$ cat src/rtl/keypad_scan_fifo_if.sv
`default_nettype none
// +-------------------------------------------------------------------------+
// | keypad_scan_fifo_if : register-bus bundle for the keypad scanner        |
// | Revision 1.0                                                            |
// +-------------------------------------------------------------------------+
interface keypad_scan_fifo_if;
   logic [7:0]  addrIn;
   logic [7:0]  addrOut;
   logic [3:0]  sizeDecode;
   logic [31:0] dataIn;
   logic        readEn;
   logic [31:0] dataOut;
   logic        irq;

   modport master (
      output addrIn, addrOut, sizeDecode, dataIn, readEn,
      input  dataOut, irq
   );

   modport slave (
      input  addrIn, addrOut, sizeDecode, dataIn, readEn,
      output dataOut, irq
   );
endinterface
`default_nettype wire

$ cat src/rtl/keypad_scan_fifo.sv
`default_nettype none
// +-------------------------------------------------------------------------+
// | keypad_scan_fifo : scanned key matrix, per-key debounce, event FIFO     |
// | Optional auto-repeat under KEYPAD_AUTOREPEAT_EN.  Revision 1.0          |
// +-------------------------------------------------------------------------+
module keypad_scan_fifo #(
   parameter int ROWS         = 4,
   parameter int COLS         = 4,
   parameter int SCAN_DIV     = 1000,
   parameter int DEBOUNCE     = 4,
   parameter int FIFO_DEPTH   = 8,
   parameter int REPEAT_DELAY = 30,
   parameter int REPEAT_RATE  = 8
) (
   input  wire logic             clk,
   input  wire logic             rst,
   keypad_scan_fifo_if.slave     bus,
   input  wire logic [COLS-1:0]  COL,
   output logic      [ROWS-1:0]  ROW
);
   localparam int KEYS  = ROWS * COLS;
   localparam int KW    = $clog2(KEYS);
   localparam int RW    = $clog2(ROWS);
   localparam int CW    = (COLS > 1) ? $clog2(COLS) : 1;
   localparam int DW    = (SCAN_DIV > 1) ? $clog2(SCAN_DIV) : 1;
   localparam int BW    = (DEBOUNCE > 1) ? $clog2(DEBOUNCE) : 1;
   localparam int AW    = $clog2(FIFO_DEPTH);
   localparam int CNT_W = AW + 1;

   localparam logic [0:0] ST_OFF  = 1'b0;
   localparam logic [0:0] ST_SCAN = 1'b1;

   logic [0:0]      state, state_next;
   logic            en, irq_en;
   logic [RW-1:0]   row_idx;
   logic [DW-1:0]   div;
   logic [COLS-1:0] row_buf;
   logic            walking;
   logic [RW-1:0]   walk_row;
   logic [CW-1:0]   walk_col;
   logic [KEYS-1:0] stable;
   logic [BW-1:0]   cnt [KEYS];
   logic [7:0]      mem [FIFO_DEPTH];
   logic [AW-1:0]   wr_ptr, rd_ptr;
   logic [CNT_W-1:0] count;
   logic            ovf;
   logic [31:0]     data_out_q;
   logic            irq_q;

   logic            ctrl_wr, clr, empty, full, pop, push_req, push_ok;
   logic            window_end, raw, diff, toggle;
   logic [6:0]      keycode;
   logic [KW-1:0]   kidx;
   logic [7:0]      push_data;
   logic [31:0]     rd_data;
   logic            unused_bits;

   assign ctrl_wr = (|bus.sizeDecode) && (bus.addrIn[3:2] == 2'd0);
   assign clr     = ctrl_wr && bus.dataIn[2];
   assign empty   = (count == '0);
   assign full    = (count == CNT_W'(FIFO_DEPTH));
   assign pop     = bus.readEn && (bus.addrOut[3:2] == 2'd2) && !empty;

   assign unused_bits = ^{bus.addrIn[7:4], bus.addrIn[1:0], bus.addrOut[7:4],
                          bus.addrOut[1:0], bus.dataIn[31:3]};

   always_ff @(posedge clk) begin
      if (rst) begin
         en     <= 1'b0;
         irq_en <= 1'b0;
      end else if (ctrl_wr) begin
         en     <= bus.dataIn[0];
         irq_en <= bus.dataIn[1];
      end
   end

   // Scan FSM: state register / next state / row drive
   always_ff @(posedge clk) begin
      if (rst) state <= ST_OFF;
      else     state <= state_next;
   end

   always_comb begin
      state_next = state;
      case (state)
         ST_OFF:  if (en)  state_next = ST_SCAN;
         ST_SCAN: if (!en) state_next = ST_OFF;
         default: state_next = ST_OFF;
      endcase
   end

   always_comb begin
      ROW = '1;
      if (state == ST_SCAN) ROW[row_idx] = 1'b0;
   end

   assign window_end = (state == ST_SCAN) && (div == DW'(SCAN_DIV - 1));

   always_ff @(posedge clk) begin
      if (rst || state == ST_OFF) begin
         row_idx <= '0;
         div     <= '0;
      end else if (window_end) begin
         div     <= '0;
         row_idx <= (row_idx == RW'(ROWS - 1)) ? '0 : row_idx + 1'b1;
      end else begin
         div     <= div + 1'b1;
      end
   end

   // Row sample at the end of each window, then one key per cycle
   always_ff @(posedge clk) begin
      if (rst) begin
         row_buf  <= '1;
         walking  <= 1'b0;
         walk_row <= '0;
         walk_col <= '0;
      end else if (state == ST_OFF) begin
         walking  <= 1'b0;
      end else if (window_end) begin
         row_buf  <= COL;
         walking  <= 1'b1;
         walk_row <= row_idx;
         walk_col <= '0;
      end else if (walking) begin
         walk_col <= walk_col + 1'b1;
         if (walk_col == CW'(COLS - 1)) walking <= 1'b0;
      end
   end

   assign keycode = 7'(int'(walk_row) * COLS + int'(walk_col));
   assign kidx    = keycode[KW-1:0];
   assign raw     = ~row_buf[walk_col];
   assign diff    = (raw != stable[kidx]);
   assign toggle  = walking && diff && (cnt[kidx] == BW'(DEBOUNCE - 1));

   always_ff @(posedge clk) begin
      if (rst) begin
         stable <= '0;
         for (int k = 0; k < KEYS; k++) cnt[k] <= '0;
      end else if (walking) begin
         if (!diff) begin
            cnt[kidx] <= '0;
         end else if (toggle) begin
            cnt[kidx]    <= '0;
            stable[kidx] <= raw;
         end else begin
            cnt[kidx] <= cnt[kidx] + 1'b1;
         end
      end
   end

`ifdef KEYPAD_AUTOREPEAT_EN
   // Repeat ticks land in the last cycle of a frame, when the walker is idle
   logic        rep_active, rep_first, rep_due, frame_end;
   logic [6:0]  rep_key;
   logic [15:0] rep_cnt;

   assign frame_end = window_end && (row_idx == RW'(ROWS - 1));
   assign rep_due   = rep_active && frame_end &&
                      (rep_cnt == (rep_first ? 16'(REPEAT_DELAY - 1) : 16'(REPEAT_RATE - 1)));

   always_ff @(posedge clk) begin
      if (rst || state == ST_OFF || !en) begin
         rep_active <= 1'b0;
         rep_first  <= 1'b1;
         rep_cnt    <= '0;
         rep_key    <= '0;
      end else if (toggle && raw) begin
         rep_active <= 1'b1;
         rep_first  <= 1'b1;
         rep_cnt    <= '0;
         rep_key    <= keycode;
      end else if (toggle && !raw && keycode == rep_key) begin
         rep_active <= 1'b0;
      end else if (rep_due) begin
         rep_first  <= 1'b0;
         rep_cnt    <= '0;
      end else if (rep_active && frame_end) begin
         rep_cnt    <= rep_cnt + 1'b1;
      end
   end

   assign push_req  = toggle || rep_due;
   assign push_data = toggle ? {raw, keycode} : {1'b1, rep_key};
`else
   assign push_req  = toggle;
   assign push_data = {raw, keycode};
`endif

   // A pop in the same cycle frees the slot, so a full FIFO still accepts
   assign push_ok = push_req && (!full || pop);

   always_ff @(posedge clk) begin
      if (push_ok) mem[wr_ptr] <= push_data;
   end

   always_ff @(posedge clk) begin
      if (rst || clr) begin
         wr_ptr <= '0;
         rd_ptr <= '0;
         count  <= '0;
         ovf    <= 1'b0;
      end else begin
         if (push_ok) wr_ptr <= wr_ptr + 1'b1;
         if (pop)     rd_ptr <= rd_ptr + 1'b1;
         case ({push_ok, pop})
            2'b10:   count <= count + 1'b1;
            2'b01:   count <= count - 1'b1;
            default: count <= count;
         endcase
         if (push_req && !push_ok) ovf <= 1'b1;
      end
   end

   always_comb begin
      rd_data = '0;
      case (bus.addrOut[3:2])
         2'd0: rd_data = {30'd0, irq_en, en};
         2'd1: rd_data = {21'd0, ovf, full, empty, 8'(count)};
         2'd2: rd_data = empty ? 32'hFFFF_FFFF : {1'b1, 23'd0, mem[rd_ptr]};
         2'd3: rd_data = 32'(stable);
         default: rd_data = '0;
      endcase
   end

   always_ff @(posedge clk) begin
      if (rst) begin
         data_out_q <= '0;
         irq_q      <= 1'b0;
      end else begin
         if (bus.readEn) data_out_q <= rd_data;
         irq_q <= irq_en && !empty;
      end
   end

   assign bus.dataOut = data_out_q;
   assign bus.irq     = irq_q;
endmodule
`default_nettype wire

$ cat src/flat_wrapper.sv
// flat-port wrapper written by rule: the top's interface ports become plain ports
module keypad_scan_fifo_flat 
#(
   parameter int ROWS         = 4,
   parameter int COLS         = 4,
   parameter int SCAN_DIV     = 1000,
   parameter int DEBOUNCE     = 4,
   parameter int FIFO_DEPTH   = 8,
   parameter int REPEAT_DELAY = 30,
   parameter int REPEAT_RATE  = 8
)
  (clk, rst, COL, ROW, bus_addrIn, bus_addrOut, bus_sizeDecode, bus_dataIn, bus_readEn, bus_dataOut, bus_irq);
  keypad_scan_fifo_if bus_i ();
  input  wire logic clk;
  input  wire logic rst;
  input  wire logic [COLS-1:0] COL;
  output logic      [ROWS-1:0] ROW;
  input wire logic [$bits(bus_i.addrIn)-1:0] bus_addrIn;
  input wire logic [$bits(bus_i.addrOut)-1:0] bus_addrOut;
  input wire logic [$bits(bus_i.sizeDecode)-1:0] bus_sizeDecode;
  input wire logic [$bits(bus_i.dataIn)-1:0] bus_dataIn;
  input wire logic [$bits(bus_i.readEn)-1:0] bus_readEn;
  output wire logic [$bits(bus_i.dataOut)-1:0] bus_dataOut;
  output wire logic [$bits(bus_i.irq)-1:0] bus_irq;
  assign bus_i.addrIn = bus_addrIn;
  assign bus_i.addrOut = bus_addrOut;
  assign bus_i.sizeDecode = bus_sizeDecode;
  assign bus_i.dataIn = bus_dataIn;
  assign bus_i.readEn = bus_readEn;
  assign bus_dataOut = bus_i.dataOut;
  assign bus_irq = bus_i.irq;
  keypad_scan_fifo #(.ROWS(ROWS), .COLS(COLS), .SCAN_DIV(SCAN_DIV), .DEBOUNCE(DEBOUNCE), .FIFO_DEPTH(FIFO_DEPTH), .REPEAT_DELAY(REPEAT_DELAY), .REPEAT_RATE(REPEAT_RATE)) u_core (.clk(clk), .rst(rst), .bus(bus_i), .COL(COL), .ROW(ROW));
endmodule
$ cat config.mk
export PLATFORM = sky130hd
export DESIGN_NAME = keypad_scan_fifo_flat
export DESIGN_NICKNAME = d
export VERILOG_FILES = /design/src/rtl/keypad_scan_fifo_if.sv /design/src/rtl/keypad_scan_fifo.sv /design/src/flat_wrapper.sv
export SDC_FILE = /design/constraint.sdc
export NUM_CORES = 1
export LEC_CHECK = 0
export CORE_UTILIZATION = 50
export CTS_CLUSTER_DIAMETER = 100
export CTS_CLUSTER_SIZE = 14
export DETAILED_ROUTE_END_ITERATION = 16
export PLACE_DENSITY = 0.74
export SLEW_MARGIN = 20
export SYNTH_ARGS = -nofsm -noshare
export SYNTH_HDL_FRONTEND = slang
export SYNTH_SLANG_ARGS = --single-unit
$ cat constraint.sdc
create_clock -name clk -period 11.28 [get_ports clk]
set_input_delay 2.256 -clock clk [delete_from_list [all_inputs] [get_ports clk]]
set_output_delay 2.256 -clock clk [all_outputs]
set_load 0.02 [all_outputs]
Yosys cells after proc, flatten, opt, wreduce, memory -nomap -nowiden
Memories as Yosys holds them, arrays and structs flattened. A register that Yosys moved wholly into a read port is not among the register bits.
Index checks and enable logic that the tools add are counted.

cells by class
  add/subtract/negate cells = 9
  order comparisons = 5
  equality and inequality tests = 11
  mux-type cells = 45
  bitwise operators = 5
  reductions and logical operators = 30

operators with widths
  kind                                                                    count
  32-bit case mux with 4 select lines                                     1
  31-bit 2-to-1 mux                                                       1
  1-bit 2-to-1 mux                                                        27
  16-bit bitwise mux                                                      1
  2-bit == test (second input constant)                                   6
  1-bit logical AND                                                       12
  2-bit 2-to-1 mux                                                        6
  10-bit by 1-bit adder with 10-bit output (second input constant)        1
  10-bit == test (second input constant)                                  1
  4-bit 2-to-1 mux                                                        2
  4-bit case mux with 2 select lines                                      1
  2-bit by 1-bit adder with 2-bit output (second input constant)          3
  3-bit by 1-bit adder with 3-bit output (second input constant)          2
  2-bit by 3-bit < comparator with 1-bit output (second input constant)   2
  3-bit 2-to-1 mux                                                        2
  2-bit OR reduction                                                      3
  4-bit by 2-bit adder with 5-bit output                                  1
  4-bit by 5-bit < comparator with 1-bit output (second input constant)   1
  4-bit by 1-bit adder with 4-bit output (second input constant)          1
  1-bit binary-select mux with 4-bit select                               1
  1-bit demux with 4-bit select                                           1
  2-bit by 1-bit == test with 1-bit output (second input constant)        2
  4-bit == test (second input constant)                                   1
  4-bit by 1-bit >= comparator with 1-bit output (second input constant)  1
  16 further kinds                                                        25

storage, ports and cells
  register bits after elaboration = 84
  bits in writable memories = 80
  bits of input ports = 59
  output and inout bits = 37
  word-level logic and storage cells = 123
  memories = 2

memory list
  name        depth  width  read ports  clocked after memory_dff  wr ports  line                    text
  u_core.mem  8      6      1           1                         1         keypad_scan_fifo.sv:43  logic [7:0] mem [FIFO_DEPTH];
  u_core.cnt  16     2      1           0                         16        keypad_scan_fifo.sv:42  logic [BW-1:0] cnt [KEYS];

Longest topological paths before layout
Gate-level depths: netlist of the first run.

  depth after elaboration = 15
  mapped depth = 15
  mapped depth without buffers = 13

Worst setup path before layout of the first run
Ideal clock, no wire load.

  kind = input-to-reg
  from = input bus_addrOut[3]
  to = register u_core.count[3]
  setup time = 0.132 ns
  arrival time = 4.363 ns
  required time = 11.148 ns
  slack = 6.786 ns
  stages = 13
  path buffers = 2
  cell sequence = clkbuf_1 -> nor2b_1 -> and3_1 -> clkbuf_1 -> o21ai_2 -> inv_1 -> ha_1 -> a21o_1 -> a21oi_1 -> nand2_1 -> a21oi_1 -> o21a_1 -> nor3_1

between the ends
  cells in the longest elaborated chain, start to end = 7
  elaborated cells between the ends (all ways) = 9
  classes of those cells = eq/ne: 3; mux: 1; reduce/logical: 5

RTL lines
  item                                                                       line                     text
  start: declaration                                                         flat_wrapper.sv:19       input wire logic [$bits(bus_i.addrOut)-1:0] bus_addrOut;
  2-bit == test (*)                                                          keypad_scan_fifo.sv:62   assign pop = bus.readEn && (bus.addrOut[3:2] == 2'd2) && !empty;
  1-bit logical AND (*) (2 in series)                                        keypad_scan_fifo.sv:62
  1-bit logical OR                                                           keypad_scan_fifo.sv:192  assign push_ok = push_req && (!full || pop);
  1-bit logical AND                                                          keypad_scan_fifo.sv:192
  2-bit by 1-bit == test with 1-bit output or 2-bit == test (tied branches)  keypad_scan_fifo.sv:207  case ({push_ok, pop})
  4-bit case mux with 2 select lines or 2-bit nonzero test (tied branches)   -
  end signal: assignment                                                     keypad_scan_fifo.sv:208  2'b10: count <= count + 1'b1;
  end signal: assignment                                                     keypad_scan_fifo.sv:209  2'b01: count <= count - 1'b1;
  end signal: assignment                                                     keypad_scan_fifo.sv:210  default: count <= count;
  end: declaration                                                           keypad_scan_fifo.sv:45   logic [CNT_W-1:0] count;

Every way passes the cells marked *; elsewhere a longest branch is shown, timed or not.
A chain may end at the register's enable or synchronous reset.

Worst setup path in the final report of the first run
  from = input bus_addrOut[3]
  to = memory u_core.mem[0][0] in the netlist's numbering, enable pin

between the ends
  cells in the longest elaborated chain, start to end = 7

RTL lines
  item                                    line                     text
  2-bit == test                           keypad_scan_fifo.sv:62
  1-bit logical AND (2 in series)         keypad_scan_fifo.sv:62
  1-bit logical OR                        keypad_scan_fifo.sv:192
  1-bit logical AND                       keypad_scan_fifo.sv:192
  1-bit 2-to-1 mux                        keypad_scan_fifo.sv:195  if (push_ok) mem[wr_ptr] <= push_data;
  1-bit 2-to-1 mux (not written as such)  keypad_scan_fifo.sv:195
  end: declaration                        keypad_scan_fifo.sv:43

Every way passes these cells.

==> results of run 1 <==
[worst max-delay path by stage]
| stage | from | to | slack [ns] |
|---|---|---|---|
| finish | bus_addrOut[3] | u_core.mem[0][0] | 6.29 |
| global route | bus_addrOut[3] | u_core.count[3] | 6.08 |
| CTS | bus_addrOut[3] | u_core.mem[0][5] | 6.30 |
| detailed placement | bus_addrOut[3] | u_core.mem[0][0] | 5.78 |
| global placement | bus_addrOut[3] | u_core.count[3] | 6.01 |
| floorplan | bus_addrOut[3] | u_core.count[3] | 6.79 |
[placed cells by master, fill, tap and decap left out, drive strengths merged, types with 2 or more instances in the layout]
cell,instances
nor2,86
dfxtp,73
edfxtp,72
clkdlybuf4s50,53
nand2,37
nand2b,36
mux2i,28
a21oi,27
mux4,26
nor3,23
nand3,21
clkbuf,19
inv,16
ha,14
nor2b,10
xnor2,9
o21ai,7
xor2,6
a211oi,6
nor3b,5
nor4,5
nand4,5
clkinv,5
a211o,4
mux2,4
buf,4
and3,3
a21o,3
a311oi,3
nor4b,3
and2,2
or2,2
bufinv,2
clkinvlp,2
[layout make-up]
class,count,area share [%]
inverter,12,0.575
tap,176,2.81
clock buffer,19,5.66
sequential,145,46.3
clock inverter,13,1.71
timing repair buffer,57,7.13
multi-input combinational,381,35.8
[cell families (layout without fill, tap and decap cells)]
kind of cell | after synthesis | count (layout) | synth area share [%]
adders and majority gates | 15 | 15 | 2.89
xor gates and xnor gates | 15 | 15 | 2.33
AOI/OAI and AO/OA | 52 | 52 | 4.80
and+or+nand+nor | 241 | 241 | 17.8
muxes | 58 | 58 | 13.7
buffers and inverters | 66 | 101 | 4.91
DFF | 145 | 145 | 53.6
[state kept, by name, summed over array words and instances (netlist names), 4 cells and up, named ones only]
signal,count
u_core.count,4
u_core.cnt,32
u_core.row_buf,4
u_core.bus.dataOut,18
u_core.stable,16
u_core.mem,40
u_core.div,10
[through the flow]
step | utilization [%] | std cells | worst slack (ns) | hold slack, ns | area, sq um
after floorplan | - | 592 | 6.79 | 0.418 | 6760
after global placement | 55.0 | 771 | 6.01 | 0.431 | 7250
after detailed placement | 55.0 | 771 | 5.78 | 0.441 | 7250
after CTS | 59.3 | 803 | 6.30 | 0.454 | 7830
after global routing | 59.4 | 803 | 6.08 | 0.493 | 7830
final | 59.4 | 803 | 6.29 | 0.451 | 7830
[layer usage]
| layer | wire, um | vias up |
|---|---|---|
| li1 | - | 2139 |
| met1 | 6030 | 2190 |
| met2 | 6550 | 100 |
| met3 | 555 | 20 |
| met4 | 260 | 0 |
| met5 | 0 | - |
[power by group]
group | internal [mW] | switching, mW
sequential | 0.560 | 0.00524
clock | 0.331 | 0.216
combinational | 0.0277 | 0.0290
[worst reg2reg max path, delay by kind of cell (launching register included)]
kind / cells / cell delay, ns
XOR/XNOR: 1 / 0.21
AND/OR/NAND/NOR: 3 / 1.44
multiplexers: 2 / 1.02
flip-flops: 1 / 1.04
==> impl_metrics.ini, run 1 <==
[run_status]
status = completed

[clocking]
clock_latency_ns = 0.42
root_buffer = clkbuf_16
cts-resized-gates = 0
cts_tree = built
ctsHoldBuffers = 0
post-cts-setup-buffers = 0
htreeDepth = 4
max-clock-path-buffers = 2
cts.sinks = 145
clkTransAtPathRegs_ns = 0.06
cts_made_buffers = 17

[worst_setup_path]
reg2reg_from = u_core.walk_col[1]
worstSetupStartpointType = input pin
path_cells = clkdlybuf4s50_1 > nor2b_1 > a21oi_1 > inv_1 > nand3_2 > nor4_1
reg2reg_to = u_core.mem[5][1]
rr_worst_depth = 6
regToRegSetupSlack_ns = 7.18
required_ns = 11.32
endpoint_kind = flop
max_stage_delay_ns = 0.89
cp_slowest_cell = nor4_1
critPathTopFamily = simple AND/OR/NAND/NOR gates
path_max_fanout = 17
path_depth = 6
cp_num_buf_inv = 2
critPathArrivalTime_ns = 5.02
worstSetupPathType = in2reg

[yosys]
ys_async_sr_fraction_pct = 0
ys_seq_area_share_pct = 53.6
syn_area_per_cell_sq_um = 11.4
syn_inst = 592
yosysMostFrequentCell = nor2_1
ys_ff_latch = 145
ys_types = 50
yosysTopAreaCellShare_pct = 32.0
synth_edf_count = 72
synth_commonest_cells = nor2_1 (85), dfxtp_1 (73), edfxtp_1 (72), nand2_1 (36), nand2b_1 (36)
ys.flop_type = dfxtp_1
synth_area_leader_cell = edfxtp_1
synth_area_sq_um = 6760
yosysWarnings = 0
synthTopCellsByArea = edfxtp_1 (32%), dfxtp_1 (22%), mux4_2 (7.3%)
synth_nets = 666

[sta]
hold_viol = 0
max_freq_ghz = 0.200
grt_setup_unrepaired = no
tns_ns = 0
slew_violations = 0
tightest_slew_ns = 1.09
maxSlewHeadroom_pct = 26.5
clock_skew_ns = 0.00878
period_share_pct = 44.2
fin_crit_ns = 4.99
setup-violations-final = 0

[die]
core_region_area_sq_um = 13200
rows = 42
dieArea_sq_um = 14000
start_util_pct = 51.2
pin_count = 96
die-height_um = 118
die_width_um = 118

[detailed_routing]
wl_per_cell_um = 16.7
drt_iter0_drc = 421
first_pass_iters = 6
antenna_left = 0
vias = 4449
drc = 0
wl_um = 13400
vias_per_cell = 5.54

[global_route]
grt_pass1_wl_um = 22200
grt.busiest_layer = met2
grt.overflow.total = 0
grt_use_total_pct = 20.3
grtUsageMet1_pct = 26.0
grt_pass1_vias = 4471
grt_max_degree = 67
use_met2_pct = 32.9
met3_usage_pct = 5.07
antenna_found_initial = 0

[min_path]
holdPathEnd = u_core.div[0]
hp-class = reg2reg
worstHoldStart = u_core.div[0]
hold_depth = 1

[pwr]
pwr_density_cell_nw_per_um2 = 149
power_mw = 1.17
p_leak_nw = 2.67
irDropWorstVdd_mv = 0.102

[placed_design]
io_buffers = 54
place_congestion = 0.756
hpwl_um = 9020

[final_layout]
syn_to_final_growth_pct = 15.8
nets = 688
layout-drive-gt1-share_pct = 11.8
multi_input_comb_area_sq_um = 2810
diodes = 0
ff_latch_area_sq_um = 3620
fillerInstances = 1044

[job]
maxCapViolCount = 0
Note: power is estimated with default switching activity, not from simulation.
==> run 2: changes to the inputs <==
Settings changed: CORE_UTILIZATION 50 to 49, PLACE_DENSITY 0.74 to 0.76.
Clock period 11.28 ns to 4.2 ns, I/O delays scaled along.
==> run 2 against run 1 <==
Effect of this change: clock skew is 0.0021 ns lower; first-iteration DRC count is 21% lower; flip-flop and latch count stayed put; setup slack worse by 5.9 ns; largest cell class unchanged; cell count is 1.2% higher.
==> impl_metrics.ini, run 2 (synthesis gave the netlist of run 1 again) <==
[sta]
worst_hold_slack_ns = 0.465
tns_ns = 0
hold_viol = 0
grt_setup_unrepaired = no
fin_crit_ns = 3.86
fin_ws_ns = 0.344
setup-violations-final = 0
slew_violations = 0
tightest_slew_ns = 0.739
period_share_pct = 91.8
max_freq_ghz = 0.259
clock_skew_ns = 0.00669
maxSlewHeadroom_pct = 50.4

[clocking]
cts_made_buffers = 17
clock_latency_ns = 0.41
cts-resized-gates = 0
clkTransAtPathRegs_ns = 0.06
cts_tree = built
htreeDepth = 4
cts.sinks = 145
ctsHoldBuffers = 0
root_buffer = clkbuf_16
max-clock-path-buffers = 2
post-cts-setup-buffers = 0

[global_route]
grt_max_degree = 66
grt_pass1_wl_um = 23500
grt_use_total_pct = 21.4
grt.overflow.total = 0
antenna_found_initial = 0
grt_pass1_vias = 4638

[die]
start_util_pct = 50.6
rows = 42
die-height_um = 119
core_region_area_sq_um = 13300
die_width_um = 119
pin_count = 96
dieArea_sq_um = 14300

[final_layout]
layout_common_cells = nor2_1 (84), dfxtp_1 (73), edfxtp_1 (72), clkdlybuf4s50_1 (53)
nets = 698
syn_to_final_growth_pct = 17.4
largest_reg_flops = 40
top_register = u_core.mem
diodes = 0
layout-drive-gt1-share_pct = 13.3
final_common_cell = nor2_1

[pwr]
pwr_density_cell_nw_per_um2 = 398
irDropWorstVdd_mv = 0.311
p_leak_nw = 2.74

[worst_setup_path]
critPathArrivalTime_ns = 4.14
worstSetupStartpointType = flop
path_cells = buf_4 > mux4_1 > mux4_2 > ha_1 > nand2_1 > o21ai_2 > inv_1 > ha_1 > a21o_1 > a21oi_1 > nand2_1 > a21oi_1 > o21a_1 > nor3_1
cp_slowest_cell = mux4_1
required_ns = 4.48
max_stage_delay_ns = 0.61
critPathTopFamily = multiplexers
worstSetupPathType = reg2reg
cp_num_buf_inv = 2
endpoint_kind = flop
path_max_fanout = 22

[run_status]
status = completed

[detailed_routing]
wl_per_cell_um = 17.6
first_pass_iters = 5
vias_per_cell = 5.59
vias = 4542
drc = 0
drt_iter0_drc = 334
wl_um = 14300
antenna_left = 0

[placed_design]
pre_cts_ws_ns = 0.395
hpwl_um = 9860
place_congestion = 0.861
io_buffers = 54

[job]
maxCapViolCount = 0

[min_path]
hp-class = reg2reg
==> run 2: path summary, 6_finish.rpt <==
path / from / to / slack [ns] / cells after the start
hold reg to reg: u_core.div[0] / u_core.div[0] / 0.46 / 1
setup reg to reg: u_core.walk_col[0] / u_core.count[3] / 0.34 / 14
setup / recovery: u_core.walk_col[0] / u_core.count[3] / 0.34 / 14
hold / removal: u_core.div[0] / u_core.div[0] / 0.46 / 1
==> run 2: routing by layer <==
| metal | up-vias | global-route usage, % | wire [um] |
|---|---|---|---|
| met3 | 10 | 5.08 | 758 |
| met2 | 138 | 36.8 | 7310 |
| li1 | 2160 | - | - |
| met1 | 2234 | 26.9 | 6150 |
| met5 | - | 0 | 0 |
| met4 | 0 | 5.55 | 129 |
==> run 2: cell type report <==
cell class / count / area, sq um
inverters: 12 / 45.0
clock inverters: 6 / 37.5
fillers: 1057 / 5410
repair buffers: 67 / 633
multi-input cells: 381 / 2810
flip-flops and latches: 145 / 3620
clock buffers: 26 / 566
well taps: 176 / 220
==> run 2: metrics by stage <==
step,cells,power [mW],util (%),instance area (sq um)
after floorplan,592,1.64,-,6760
after global placement,781,1.70,54.9,7320
after detailed placement,781,1.70,54.9,7320
after CTS,813,3.18,59.4,7930
after global routing,813,3.26,59.5,7940
final,813,3.16,59.5,7940
==> run 2: power breakdown <==
part           leakage [nW]  internal (mW)  switching, mW  total, mW
Combinational          1.17         0.0760         0.0804      0.156
Clock                 0.300          0.930          0.556       1.49
Sequential             1.27           1.50         0.0144       1.52
